File: config.mk
export PLATFORM = sky130hd
export DESIGN_NAME = seg_sched_flat
export DESIGN_NICKNAME = d
export VERILOG_FILES = /design/src/rtl/seg_sched_if.sv /design/src/rtl/seg_sched.sv /design/src/flat_wrapper.sv
export SDC_FILE = /design/constraint.sdc
export NUM_CORES = 1
export LEC_CHECK = 0
export BUFFER_PORTS_ARGS = -buffer_cell sky130_fd_sc_hd__buf_2
export CAP_MARGIN = 20
export CORE_UTILIZATION = 60
export DETAILED_ROUTE_END_ITERATION = 8
export GPL_TIMING_DRIVEN = 0
export HOLD_SLACK_MARGIN = 0.02
export PLACE_DENSITY = 0.87
export SLEW_MARGIN = 20
export SYNTH_ARGS = -nofsm -noshare
export SYNTH_HDL_FRONTEND = slang
export SYNTH_SLANG_ARGS = --single-unit
File: constraint.sdc
create_clock -name clk -period 5.45 [get_ports clk]
set_clock_uncertainty 0.2 [all_clocks]
set_input_delay 1.09 -clock clk [delete_from_list [all_inputs] [get_ports clk]]
set_output_delay 1.09 -clock clk [all_outputs]
set_load 0.005 [all_outputs]
File: src/rtl/seg_sched_if.sv
// Segment command channel between seg_sched and the downstream line-draw engine.
interface seg_sched_if;
  logic        seg_valid;
  logic        seg_ready;
  logic [9:0]  seg_x0;
  logic [9:0]  seg_y0;
  logic [9:0]  seg_x1;
  logic [9:0]  seg_y1;
  logic [11:0] seg_color;

  modport master (output seg_valid, seg_x0, seg_y0, seg_x1, seg_y1, seg_color,
                  input  seg_ready);
  modport slave  (input  seg_valid, seg_x0, seg_y0, seg_x1, seg_y1, seg_color,
                  output seg_ready);
endinterface

File: src/rtl/seg_sched.sv
// Pose-frame scheduler: synchronises the SPI frame-done level, validates and queues
// frames, then issues each frame as point-to-point line segments over valid/ready.
module seg_sched #(
  parameter  int unsigned X_MAX      = 640,
  parameter  int unsigned Y_MAX      = 480,
  parameter  int unsigned FIFO_DEPTH = 4,
  parameter  int unsigned CLOSED     = 1,
  localparam int unsigned FRAME_W    = 92
) (
  input  logic               clk,
  input  logic               reset_n,
  input  logic               frame_done,
  input  logic [FRAME_W-1:0] frame_data,
  seg_sched_if.master        seg,
  output logic               busy,
  output logic               frame_drop,
  output logic               bad_frame,
  output logic [7:0]         frame_count
);
  localparam int unsigned COORD_W  = 10;
  localparam int unsigned COLOR_W  = 12;
  localparam int unsigned PTR_W    = (FIFO_DEPTH > 1) ? $clog2(FIFO_DEPTH) : 1;
  localparam int unsigned CNT_W    = PTR_W + 1;
  localparam logic [1:0]  LAST_IDX = (CLOSED != 0) ? 2'd3 : 2'd2;
  localparam logic [CNT_W-1:0] FULL = CNT_W'(FIFO_DEPTH);

  typedef enum logic [1:0] {IDLE, FETCH, ISSUE} state_e;

  // Point k (0..3) fields; x_1 sits at the MSB end of the frame word.
  function automatic logic [COORD_W-1:0] pt_x(input logic [FRAME_W-1:0] f, input int unsigned k);
    return COORD_W'(f >> (FRAME_W - COORD_W - 2 * COORD_W * k));
  endfunction

  function automatic logic [COORD_W-1:0] pt_y(input logic [FRAME_W-1:0] f, input int unsigned k);
    return COORD_W'(f >> (FRAME_W - 2 * COORD_W - 2 * COORD_W * k));
  endfunction

  function automatic logic coords_ok(input logic [FRAME_W-1:0] f);
    logic ok;
    ok = 1'b1;
    for (int unsigned k = 0; k < 4; k++) begin
      if (32'(pt_x(f, k)) >= X_MAX || 32'(pt_y(f, k)) >= Y_MAX) ok = 1'b0;
    end
    return ok;
  endfunction

  // Done-level synchroniser; fill flops keep the reset-cleared s2 from arming.
  logic s1_q, s2_q, s3_q, fill1_q, fill2_q, arm_q;
  logic rise_c;

  always_ff @(posedge clk or negedge reset_n) begin
    if (!reset_n) begin
      s1_q    <= 1'b0;
      s2_q    <= 1'b0;
      s3_q    <= 1'b0;
      fill1_q <= 1'b0;
      fill2_q <= 1'b0;
      arm_q   <= 1'b0;
    end else begin
      s1_q    <= frame_done;
      s2_q    <= s1_q;
      s3_q    <= s2_q;
      fill1_q <= 1'b1;
      fill2_q <= fill1_q;
      if (fill2_q && !s2_q) arm_q <= 1'b1;
    end
  end

  assign rise_c = s2_q & ~s3_q & arm_q;

  // Frame queue
  logic [FRAME_W-1:0] mem_q [FIFO_DEPTH];
  logic [PTR_W-1:0]   wr_ptr_q, rd_ptr_q;
  logic [CNT_W-1:0]   cnt_q, cnt_d;
  logic [FRAME_W-1:0] head_c;
  logic               frame_ok_c, pop_c, push_c, drop_c, bad_c;
  state_e             state_q, state_d;

  assign head_c     = mem_q[rd_ptr_q];
  assign frame_ok_c = coords_ok(frame_data);
  assign pop_c      = (state_q == FETCH);
  assign bad_c      = rise_c & ~frame_ok_c;
  assign push_c     = rise_c & frame_ok_c & ((cnt_q != FULL) | pop_c);
  assign drop_c     = rise_c & frame_ok_c & (cnt_q == FULL) & ~pop_c;
  assign cnt_d      = cnt_q + CNT_W'(push_c) - CNT_W'(pop_c);

  always_ff @(posedge clk) begin
    if (push_c) mem_q[wr_ptr_q] <= frame_data;
  end

  // Segment sequencer
  logic [1:0]         idx_q, idx_d, nidx_c, eidx_c;
  logic [COORD_W-1:0] px_q [4];
  logic [COORD_W-1:0] py_q [4];
  logic [COORD_W-1:0] px_d [4];
  logic [COORD_W-1:0] py_d [4];
  logic [COORD_W-1:0] sx0_q, sy0_q, sx1_q, sy1_q, sx0_d, sy0_d, sx1_d, sy1_d;
  logic [COLOR_W-1:0] scol_q, scol_d;
  logic               valid_q, valid_d, busy_q, busy_d;
  logic [7:0]         fcnt_q, fcnt_d;

  always_comb begin
    state_d = state_q;
    idx_d   = idx_q;
    px_d    = px_q;
    py_d    = py_q;
    sx0_d   = sx0_q;
    sy0_d   = sy0_q;
    sx1_d   = sx1_q;
    sy1_d   = sy1_q;
    scol_d  = scol_q;
    valid_d = valid_q;
    fcnt_d  = fcnt_q;
    nidx_c  = idx_q + 2'd1;
    eidx_c  = nidx_c + 2'd1;
    unique case (state_q)
      IDLE: begin
        if (cnt_q != '0) state_d = FETCH;
      end
      FETCH: begin
        for (int unsigned k = 0; k < 4; k++) begin
          px_d[k] = pt_x(head_c, k);
          py_d[k] = pt_y(head_c, k);
        end
        idx_d   = 2'd0;
        sx0_d   = pt_x(head_c, 0);
        sy0_d   = pt_y(head_c, 0);
        sx1_d   = pt_x(head_c, 1);
        sy1_d   = pt_y(head_c, 1);
        scol_d  = head_c[COLOR_W-1:0];
        valid_d = 1'b1;
        state_d = ISSUE;
      end
      ISSUE: begin
        if (valid_q && seg.seg_ready) begin
          if (idx_q != LAST_IDX) begin
            // eidx wraps 3 -> 0, giving the closing p4 -> p1 segment
            idx_d = nidx_c;
            sx0_d = px_q[nidx_c];
            sy0_d = py_q[nidx_c];
            sx1_d = px_q[eidx_c];
            sy1_d = py_q[eidx_c];
          end else begin
            fcnt_d  = fcnt_q + 8'd1;
            valid_d = 1'b0;
            state_d = (cnt_q != '0) ? FETCH : IDLE;
          end
        end
      end
      default: state_d = IDLE;
    endcase
    busy_d = (state_d != IDLE) | (cnt_d != '0);
  end

  always_ff @(posedge clk or negedge reset_n) begin
    if (!reset_n) begin
      state_q    <= IDLE;
      wr_ptr_q   <= '0;
      rd_ptr_q   <= '0;
      cnt_q      <= '0;
      idx_q      <= 2'd0;
      for (int unsigned k = 0; k < 4; k++) begin
        px_q[k] <= '0;
        py_q[k] <= '0;
      end
      sx0_q      <= '0;
      sy0_q      <= '0;
      sx1_q      <= '0;
      sy1_q      <= '0;
      scol_q     <= '0;
      valid_q    <= 1'b0;
      fcnt_q     <= 8'd0;
      busy_q     <= 1'b0;
      frame_drop <= 1'b0;
      bad_frame  <= 1'b0;
    end else begin
      state_q    <= state_d;
      if (push_c) wr_ptr_q <= wr_ptr_q + PTR_W'(1);
      if (pop_c)  rd_ptr_q <= rd_ptr_q + PTR_W'(1);
      cnt_q      <= cnt_d;
      idx_q      <= idx_d;
      px_q       <= px_d;
      py_q       <= py_d;
      sx0_q      <= sx0_d;
      sy0_q      <= sy0_d;
      sx1_q      <= sx1_d;
      sy1_q      <= sy1_d;
      scol_q     <= scol_d;
      valid_q    <= valid_d;
      fcnt_q     <= fcnt_d;
      busy_q     <= busy_d;
      frame_drop <= drop_c;
      bad_frame  <= bad_c;
    end
  end

  assign seg.seg_valid = valid_q;
  assign seg.seg_x0    = sx0_q;
  assign seg.seg_y0    = sy0_q;
  assign seg.seg_x1    = sx1_q;
  assign seg.seg_y1    = sy1_q;
  assign seg.seg_color = scol_q;
  assign busy          = busy_q;
  assign frame_count   = fcnt_q;
endmodule

File: src/flat_wrapper.sv
// flat-port wrapper written by rule: the top's interface ports become plain ports
module seg_sched_flat 
#(
  parameter  int unsigned X_MAX      = 640,
  parameter  int unsigned Y_MAX      = 480,
  parameter  int unsigned FIFO_DEPTH = 4,
  parameter  int unsigned CLOSED     = 1,
  localparam int unsigned FRAME_W    = 92
)
  (clk, reset_n, frame_done, frame_data, busy, frame_drop, bad_frame, frame_count, seg_seg_valid, seg_seg_x0, seg_seg_y0, seg_seg_x1, seg_seg_y1, seg_seg_color, seg_seg_ready);
  seg_sched_if seg_i ();
  input  logic clk;
  input  logic reset_n;
  input  logic frame_done;
  input  logic [FRAME_W-1:0] frame_data;
  output logic busy;
  output logic frame_drop;
  output logic bad_frame;
  output logic [7:0] frame_count;
  output wire logic [$bits(seg_i.seg_valid)-1:0] seg_seg_valid;
  output wire logic [$bits(seg_i.seg_x0)-1:0] seg_seg_x0;
  output wire logic [$bits(seg_i.seg_y0)-1:0] seg_seg_y0;
  output wire logic [$bits(seg_i.seg_x1)-1:0] seg_seg_x1;
  output wire logic [$bits(seg_i.seg_y1)-1:0] seg_seg_y1;
  output wire logic [$bits(seg_i.seg_color)-1:0] seg_seg_color;
  input wire logic [$bits(seg_i.seg_ready)-1:0] seg_seg_ready;
  assign seg_seg_valid = seg_i.seg_valid;
  assign seg_seg_x0 = seg_i.seg_x0;
  assign seg_seg_y0 = seg_i.seg_y0;
  assign seg_seg_x1 = seg_i.seg_x1;
  assign seg_seg_y1 = seg_i.seg_y1;
  assign seg_seg_color = seg_i.seg_color;
  assign seg_i.seg_ready = seg_seg_ready;
  seg_sched #(.X_MAX(X_MAX), .Y_MAX(Y_MAX), .FIFO_DEPTH(FIFO_DEPTH), .CLOSED(CLOSED)) u_core (.clk(clk), .reset_n(reset_n), .frame_done(frame_done), .frame_data(frame_data), .seg(seg_i), .busy(busy), .frame_drop(frame_drop), .bad_frame(bad_frame), .frame_count(frame_count));
endmodule
== Word level (Yosys, flattened, before mapping) ==
Memories as Yosys holds them, arrays and structs flattened.
Cells that the tools add are included.
Word-level totals
  flip-flop bits (word level): 161
  memory bits (writable): 368
  bits of input ports: 96
  output and inout bits: 64
  memories: 1
Memory list
  u_core.mem_q: depth 4, bits a word 92, read ports 1, clocked after memory_dff 0, wr ports 1, line seg_sched.sv:72  | logic [FRAME_W-1:0] mem_q [FIFO_DEPTH];
Operators by class
  add/sub/neg operators: 7
  $lt $le $gt $ge: 10
  equal/unequal tests: 8
  multiplexer cells: 41
  bitwise logic cells: 15
  reductions and logical operators: 15
Operators with widths (count)
  $mux 10: 16
  $bmux 10 s2: 4
  $pmux 10 s2: 4
  $ge 10x10->1 const B: 4
  $ge 10x9->1 const B: 4
  $mux 2: 5
  $mux 1: 9
  $reduce_and 3->1: 3
  $add 2x1->2 const B: 4
  $add 8x1->8 const B: 1
  $and 1x1->1: 7
  $ge 3x3->1 const B: 2
  $not 2->3: 2
  $pmux 2 s3: 1
  $reduce_bool 3->1: 2
  $logic_or 1x1->1: 4
  $ne 2x1->1 const B: 2
  $ne 2x2->1 const B: 2
  $not 1->1: 4
  $pmux 2 s2: 1
  $reduce_bool 2->1: 2
  $add 3x1->3: 1
  $eq 3x3->1 const B: 1
  $ne 3x3->1 const B: 1
  other kinds (8): 10

== Depth between registers and ports, before layout ==
Gate-level depths: netlist (run 1).
  depth in word-level cells: 12
  mapped depth: 13
  mapped depth without buffers: 10

== Least setup slack after synthesis (run 1) ==
No wires, ideal clock.
  kind: input port to flip-flop
  from: in frame_data[81]
  to: mem u_core.mem_q[0][0], enable pin
  library setup time: 461 ps
  arrival time: 4077 ps
  required time: 4789 ps
  path slack: 712 ps
  cell stages on the path: 4
  buffers on the path: 0
  path through: nor4_1 -> nand2_1 -> nor4_4 -> and2_1
On the way
  longest elaborated chain between the ends: 10
Ends and longest elaborated chain
  start, declared: line flat_wrapper.sv:15  | input logic [FRAME_W-1:0] frame_data;
  $ge 10x9->1: line seg_sched.sv:42  | if (32'(pt_x(f, k)) >= X_MAX || 32'(pt_y(f, k)) >= Y_MAX) ok = 1'b0;
  $logic_or 1x1->1: line seg_sched.sv:42
  $mux 1 (4 in series): line seg_sched.sv:42
  $and 1x1->1 (2 in series): line seg_sched.sv:83  | assign push_c = rise_c & frame_ok_c & ((cnt_q != FULL) | pop_c);
  via u_core.push_c: line seg_sched.sv:76  | logic frame_ok_c, pop_c, push_c, drop_c, bad_c;
  $mux 1: line seg_sched.sv:88  | if (push_c) mem_q[wr_ptr_q] <= frame_data;
  $mux 1 (not written as such): line seg_sched.sv:88
  end, declared: line seg_sched.sv:72
The timed path passes the listed nets, and every way through them passes these cells.

== Worst setup path after layout (run 1) ==
  from: in frame_data[81]
  to: reg u_core.busy_q, in the netlist u_core.busy
On the way
  longest elaborated chain between the ends: 12
Ends and longest elaborated chain
  $ge 10x9->1: line seg_sched.sv:42
  $logic_or 1x1->1: line seg_sched.sv:42
  $mux 1 (4 in series): line seg_sched.sv:42
  $and 1x1->1 (2 in series): line seg_sched.sv:83
  via u_core.push_c: line seg_sched.sv:76
  $add 3x1->3: line seg_sched.sv:85  | assign cnt_d = cnt_q + CNT_W'(push_c) - CNT_W'(pop_c);
  $sub 3x1->3: line seg_sched.sv:85
  via u_core.cnt_d[1]: line seg_sched.sv:74  | logic [CNT_W-1:0] cnt_q, cnt_d;
  $reduce_bool 3->1: line seg_sched.sv:152  | busy_d = (state_d != IDLE) | (cnt_d != '0);
  $or 1x1->1: line seg_sched.sv:152
  via u_core.busy_d: line seg_sched.sv:99  | logic valid_q, valid_d, busy_q, busy_d;
  end signal, assigned: line seg_sched.sv:191  | busy_q <= busy_d;
  end, declared: line seg_sched.sv:99
The timed path passes the listed nets, and every way through them passes these cells.
A chain may end at the register's enable or synchronous reset.

==> impl_metrics.tcl, run 1 <==
set metrics [dict create \
    grt.total_usage_pct 30.4 \
    power_mw 13.2 \
    finalCritPeriodShare_pct 72.9 \
    final.setup.tns_ps 0 \
    cts_buffers 50 \
    routabilityCongestion 0.886 \
    post-route-min-period_ps 3970 \
    ir_drop_v 0.000295 \
    sw_frac_of_total_pct 33.5 \
    slowest_delay_ps 640 \
    cts_resized 0 \
    grt_max_degree 83 \
    avgViaCountPerCell 6.45 \
    synth_top_family_by_area "multiplexers" \
    cp_common_cell "nor4_1" \
    power_density_nw_per_um2 547 \
    max_freq_mhz 252 \
    min-delay-start "u_core.fill1_q" \
    reg2reg_from "u_core.state_q[1]" \
    tightest_slew_ps 893 \
    drive_gt1_share_pct 28.3 \
    hp-class "reg -> reg" \
    wl_per_cell_um 27.2 \
    cts_max_path_buffers 3 \
    synth.top_cells.by_area "edfxtp_1, dfrtp_1, mux4_2, nand2_1, mux2i_1" \
    required_ps 5660 \
    slew_violations 0 \
    startpoint_type "input port" \
    yosysMostFrequentCell "edfxtp_1" \
    drc 0 \
    yosys.area_share.adder_pct 0.577 \
    htree_levels 2 \
    vias 12400 \
    endpoint_kind "flop" \
    wirelength_mm 52.4 \
    startpoint "frame_data[81]" \
    synthTopCellsByCount "edfxtp_1, nand2_1, dfrtp_1" \
    clkSinkCount 529 \
    synth_top_area_share_pct 53.1 \
    die_y_um 188 \
    grt_pass1_wl_mm 79.0 \
    synth-simple-area-share_pct 6.94 \
    yosysTopAreaCell "edfxtp_1" \
    fillers 1962 \
    io_pins 160 \
    netlist_area_um2 20800 \
    synth-xor-area-share_pct 0.505 \
    core.rowCount 67 \
    setup_violations 0 \
    clk_latency_ps 580 \
    max-cap-violations 0 \
    grt_pass1_vias 13100 \
    critical-path-top-delay-family "simple AND/OR/NAND/NOR gates" \
    outcome "finished, final reports clean" \
    first_pass_iters 5 \
    rsz0062_at_grt "false" \
    p_leak_nw 9.36 \
    synth_edf_count 368 \
    synthToLayoutAreaGrowth_pct 15.6 \
    antenna_found_initial 10 \
    dpl.hpwl_mm 32.3 \
    power.internal_mw 8.75 \
    syn_avg_cell_area_um2 17.1 \
    ys_ff_latch 529 \
    yosys_warnings 0 \
    ctsHoldBuffers 0 \
    drt_iter0_markers 1433 \
    place.port_buffers 159 \
    path_class "in -> reg" \
    antenna_left 0 \
    die_width_um 188 \
    cts_setup_buffers 0 \
    gr-total-overflow 0 \
    synthMuxAreaShare_pct 16.4 \
    core_area_um2 33900 \
    p_sw_mw 4.41 \
    initial_core_util_pct 61.5 \
    syn_inst 1214 \
    finalHoldViolCount 0 \
    die_area_um2 35400 \
    cp_data_arrival_time_ps 4180 \
    combPwrFrac_pct 32.6 \
    synth_compound_area_share_pct 1.40 \
    yosysUniqueCellTypes 40 \
    syn_nets 1319 \
    crit_fanout 7 \
    synthFlopType "edfxtp_1" \
    crit_chain "buf_2 > nor4_1 > nand2_1 > nor4_4 > ha_1 > fa_1 > nor4_1 > o21ai_0" \
    yosysSeqAreaShare_pct 72.4 \
    final_nets 1538 \
    slew_headroom_pct 40.4 \
    critPathSlowestCell "nor4_1" \
    crit_buf_inv 1 \
    async_flop_share_pct 30.4 \
    clock-root-buffer "clkbuf_16" \
    seqPwrFrac_pct 40.8 \
    cts_tree "done" \
    pwr-share-clk_pct 26.6 \
    clkTransAtPathRegs_ps 60 \
]
-- logic make-up (layout without fill, tap and decap cells) --
group           Yosys count  in the layout
xor+xnor                 12             12
other cells               1              7
simple gates            358            358
compound gates           54             54
fa+ha+maj                 9              9
buf+inv                  76            336
mux                     175            175
flops                   529            529
-- layer usage --
layer	GRT usage [%]	share of wire [%]	vias up
met2	47.8	48	887
li1	-	-	5018
met5	0	0.063	-
met4	15.5	4.9	8
met3	7.82	11	200
met1	40.0	36	6328
-- flip-flops by register name (all words and copies together), names as in the netlist, 2 cells and up --
name	flops
u_core.rd_ptr_q	2
u_core.wr_ptr_q	2
u_core.mem_q	368
u_core.px_q	40
u_core.seg.seg_y0	10
u_core.state_q	2
u_core.seg.seg_color	12
u_core.cnt_q	3
u_core.idx_q	2
u_core.py_q	40
u_core.seg.seg_x0	10
u_core.seg.seg_y1	10
u_core.frame_count	8
u_core.seg.seg_x1	10
-- final timing paths --
kind | endpoint | slack, ps | cells after the start
min | u_core.fill2_q | 150 | 0
max reg2reg | u_core.busy | 1850 | 13
min reg2reg | u_core.fill2_q | 150 | 0
min in group asynchronous | u_core.seg.seg_y0[3] | 310 | 1
max | u_core.busy | 1480 | 8
max in group asynchronous | u_core.py_q[19] | 3920 | 2
-- power groups by stage --
stage               clock [mW]  combinational [mW]  sequential, mW
floorplan                    0                2.83            5.22
global placement             0                3.92            5.32
detailed placement           0                4.09            5.37
CTS                       3.52                4.25            5.32
global route              3.67                4.57            5.38
finish                    3.51                4.29            5.37
-- final cells by class --
cell class / instances / area [um2] / area share (%)
flip-flops and latches: 529 / 15100 / 62.7
clock inverters: 17 / 169 / 0.702
repair buffers: 167 / 1000 / 4.17
diodes: 6 / 15.0 / 0.0624
multi-input cells: 609 / 5380 / 22.4
plain buffers: 66 / 323 / 1.34
well taps: 448 / 561 / 2.33
inverters: 10 / 37.5 / 0.156
clock buffers: 76 / 1490 / 6.20
-- layout by cell type (no fill, tap or decap), types with 9 or more instances in the layout --
cell,Yosys,final
buf_1,16,16
clkbuf_1,17,31
xnor2_1,9,9
mux4_2,132,132
clkbuf_16,0,52
clkbuf_8,0,10
inv_1,9,9
buf_2,24,182
dfrtp_1,161,161
nand2_1,323,323
mux2i_1,41,41
edfxtp_1,368,368
o21ai_0,46,46
-- metrics by stage --
stage	std cells	worst slack (ps)	hold WS [ps]	cell area (um2)	utilization, %
floorplan	1214	712	131	20800	-
global placement	1821	-1750	133	22200	65.5
detailed placement	1829	953	135	22400	66.1
CTS	1922	1570	151	24000	71.0
global route	1925	1330	154	24100	71.0
finish	1928	1480	152	24100	71.1
No activity file was read; power rests on OpenSTA's default activity.
==> run 2: changes to the inputs <==
==> constraint.sdc (replaced) <==
create_clock -name clk -period 4.1 [get_ports clk]
set_clock_uncertainty 0.2 [all_clocks]
set_input_delay 0.82 -clock clk [delete_from_list [all_inputs] [get_ports clk]]
set_output_delay 0.82 -clock clk [all_outputs]
set_load 0.005 [all_outputs]
==> run 2 against run 1 <==
Compared with the run above: sequential cell count is the same; final cell count is essentially flat; power grew 30%; highest routed layer unchanged; sequential share of layout area is essentially flat; die area is the same; wire length shrank 8.7%; sequential power grew 32%; critical path depth shrank 1; utilization is essentially flat; global-route usage shrank 2.8 points; count of clock-buffer cells in the layout shrank 4.
==> impl_metrics.tcl, run 2 (synthesized netlist as in run 1, its figures left out) <==
set metrics [dict create \
    power_density_nw_per_um2 713 \
    crit_chain "buf_2 > o21ai_0 > nand4_1 > nor4_4 > and2_4 > buf_12 > buf_12" \
    layout_commonest_cell "edfxtp_1" \
    path_class "in -> reg" \
    final_nets 1539 \
    power_mw 17.2 \
    dpl.hpwl_mm 31.9 \
    core.rowCount 67 \
    fin_ws_ps 414 \
    critical-path-top-delay-family "simple AND/OR/NAND/NOR gates" \
    cts_resized 0 \
    tightest_slew_ps 809 \
    slowest_delay_ps 630 \
    hold_slack_ps 50.5 \
    cts_max_path_buffers 3 \
    grt_pass1_wl_mm 72.5 \
    final_cell_count_no_fill 1927 \
    vias 11900 \
    finalHoldViolCount 0 \
    wirelength_mm 47.8 \
    startpoint "frame_data[50]" \
    clock-root-buffer "clkbuf_16" \
    placed_cell_area_um2 22400 \
    drive_gt1_share_pct 28.9 \
    wl_per_cell_um 24.8 \
    place.port_buffers 159 \
    reg2reg_from "u_core.state_q[1]" \
    p_leak_nw 9.39 \
    die_y_um 188 \
    ctsHoldBuffers 0 \
    top_regs "u_core.mem_q: 368 flops, u_core.px_q: 40 flops, u_core.py_q: 40 flops" \
    max-cap-violations 0 \
    ir_drop_v 0.000405 \
    die_area_um2 35400 \
    regMostFlops "u_core.mem_q" \
    max_freq_mhz 271 \
    gr-total-overflow 0 \
    synthToLayoutAreaGrowth_pct 15.6 \
    fin_area_um2 24100 \
    endpoint_kind "flop" \
    drc 0 \
    antenna_left 0 \
    htree_levels 2 \
    grt.total_usage_pct 27.7 \
    cts_tree "done" \
    largest_reg_flops 368 \
    post-route-min-period_ps 3690 \
    slew_violations 0 \
    die_width_um 188 \
    cp_data_arrival_time_ps 3730 \
    initial_core_util_pct 61.5 \
    required_ps 4140 \
    antenna_found_initial 7 \
    finalCritPeriodShare_pct 89.9 \
    cts_setup_buffers 0 \
    core_area_um2 33900 \
    place_ws_ps -36.8 \
    clk_latency_ps 570 \
    clkTransAtPathRegs_ps 60 \
    cts_buffers 50 \
    routabilityCongestion 0.895 \
    avgViaCountPerCell 6.15 \
    critPathSlowestCell "nor4_4" \
    grt_max_degree 90 \
    outcome "finished, final reports clean" \
    layout_common_cells "edfxtp_1, nand2_1, buf_2" \
    crit_fanout 36 \
    crit_buf_inv 3 \
    io_pins 160 \
    cp_common_cell "buf_12" \
    hp-class "in -> async" \
    clkSinkCount 529 \
    slew_headroom_pct 46.1 \
    drt_iter0_markers 1330 \
    final.setup.tns_ps 0 \
    rsz0062_at_grt "false" \
    grt_pass1_vias 12200 \
    fin_util_pct 71.0 \
    startpoint_type "input port" \
    setup_violations 0 \
    first_pass_iters 7 \
    dp.cells 1830 \
]
==> run 2: cell count changes in the layout (fill, tap and decap cells not counted), sizes merged <==
| cell | previous run | this run |
|---|---|---|
| bufinv | 3 | 1 |
| clkinvlp | 4 | 1 |
| clkbuf | 93 | 89 |
| buf | 216 | 217 |
| diode | 6 | 3 |
| clkinv | 9 | 17 |
| inv | 11 | 13 |
==> run 2: final timing paths <==
| check | end | slack (ps) | cells after the start |
|---|---|---|---|
| setup reg to reg | u_core.busy | 670 | 13 |
| hold reg to reg | u_core.fill2_q | 150 | 0 |
| min in group clk | u_core.fill2_q | 150 | 0 |
| setup / recovery | u_core.mem_q[1][25] | 410 | 7 |
| hold / removal | u_core.seg.seg_color[4] | 50 | 1 |
| max in group asynchronous | u_core.seg.seg_color[7] | 2820 | 2 |
==> run 2: worst reg2reg max path, stage by stage (launching register included) <==
cell and delay [ps]:
dfrtp_1 370, buf_6 140, nand2b_4 140, buf_6 130
inv_2 190, clkbuf_1 490, ha_1 240, inv_1 40
ha_1 210, fa_1 390, xor2_1 160, xnor2_1 140
nor4_1 220, o21ai_0 220
==> run 2: metal layers <==
| metal | share of wire (%) | up-vias | global-route usage [%] | wire length (um) |
|---|---|---|---|---|
| met5 | 0.096 | - | 0 | 46 |
| met4 | 3.5 | 8 | 10.5 | 1700 |
| met3 | 9.7 | 111 | 6.15 | 4620 |
| met2 | 49 | 669 | 43.8 | 23300 |
| met1 | 38 | 6069 | 38.3 | 18200 |
| li1 | - | 5003 | - | - |
==> run 2: layout make-up <==
cell class              instances  area (um2)
plain buffers                  66         323
fillers                      1966        9810
clock inverters                22         159
repair buffers                168        1010
diodes                          3        7.51
flip-flops and latches        529       15100
well taps                     448         561
multi-input cells             609        5380
clock buffers                  72        1500
inverters                      10        37.5
==> run 2: where the power goes <==
group / internal, mW / leakage [nW] / switching (mW)
registers: 6.47 / 5.28 / 0.644
logic: 2.47 / 3.28 / 3.04
clock network: 2.61 / 0.826 / 1.93
total: 11.5 / 9.39 / 5.62
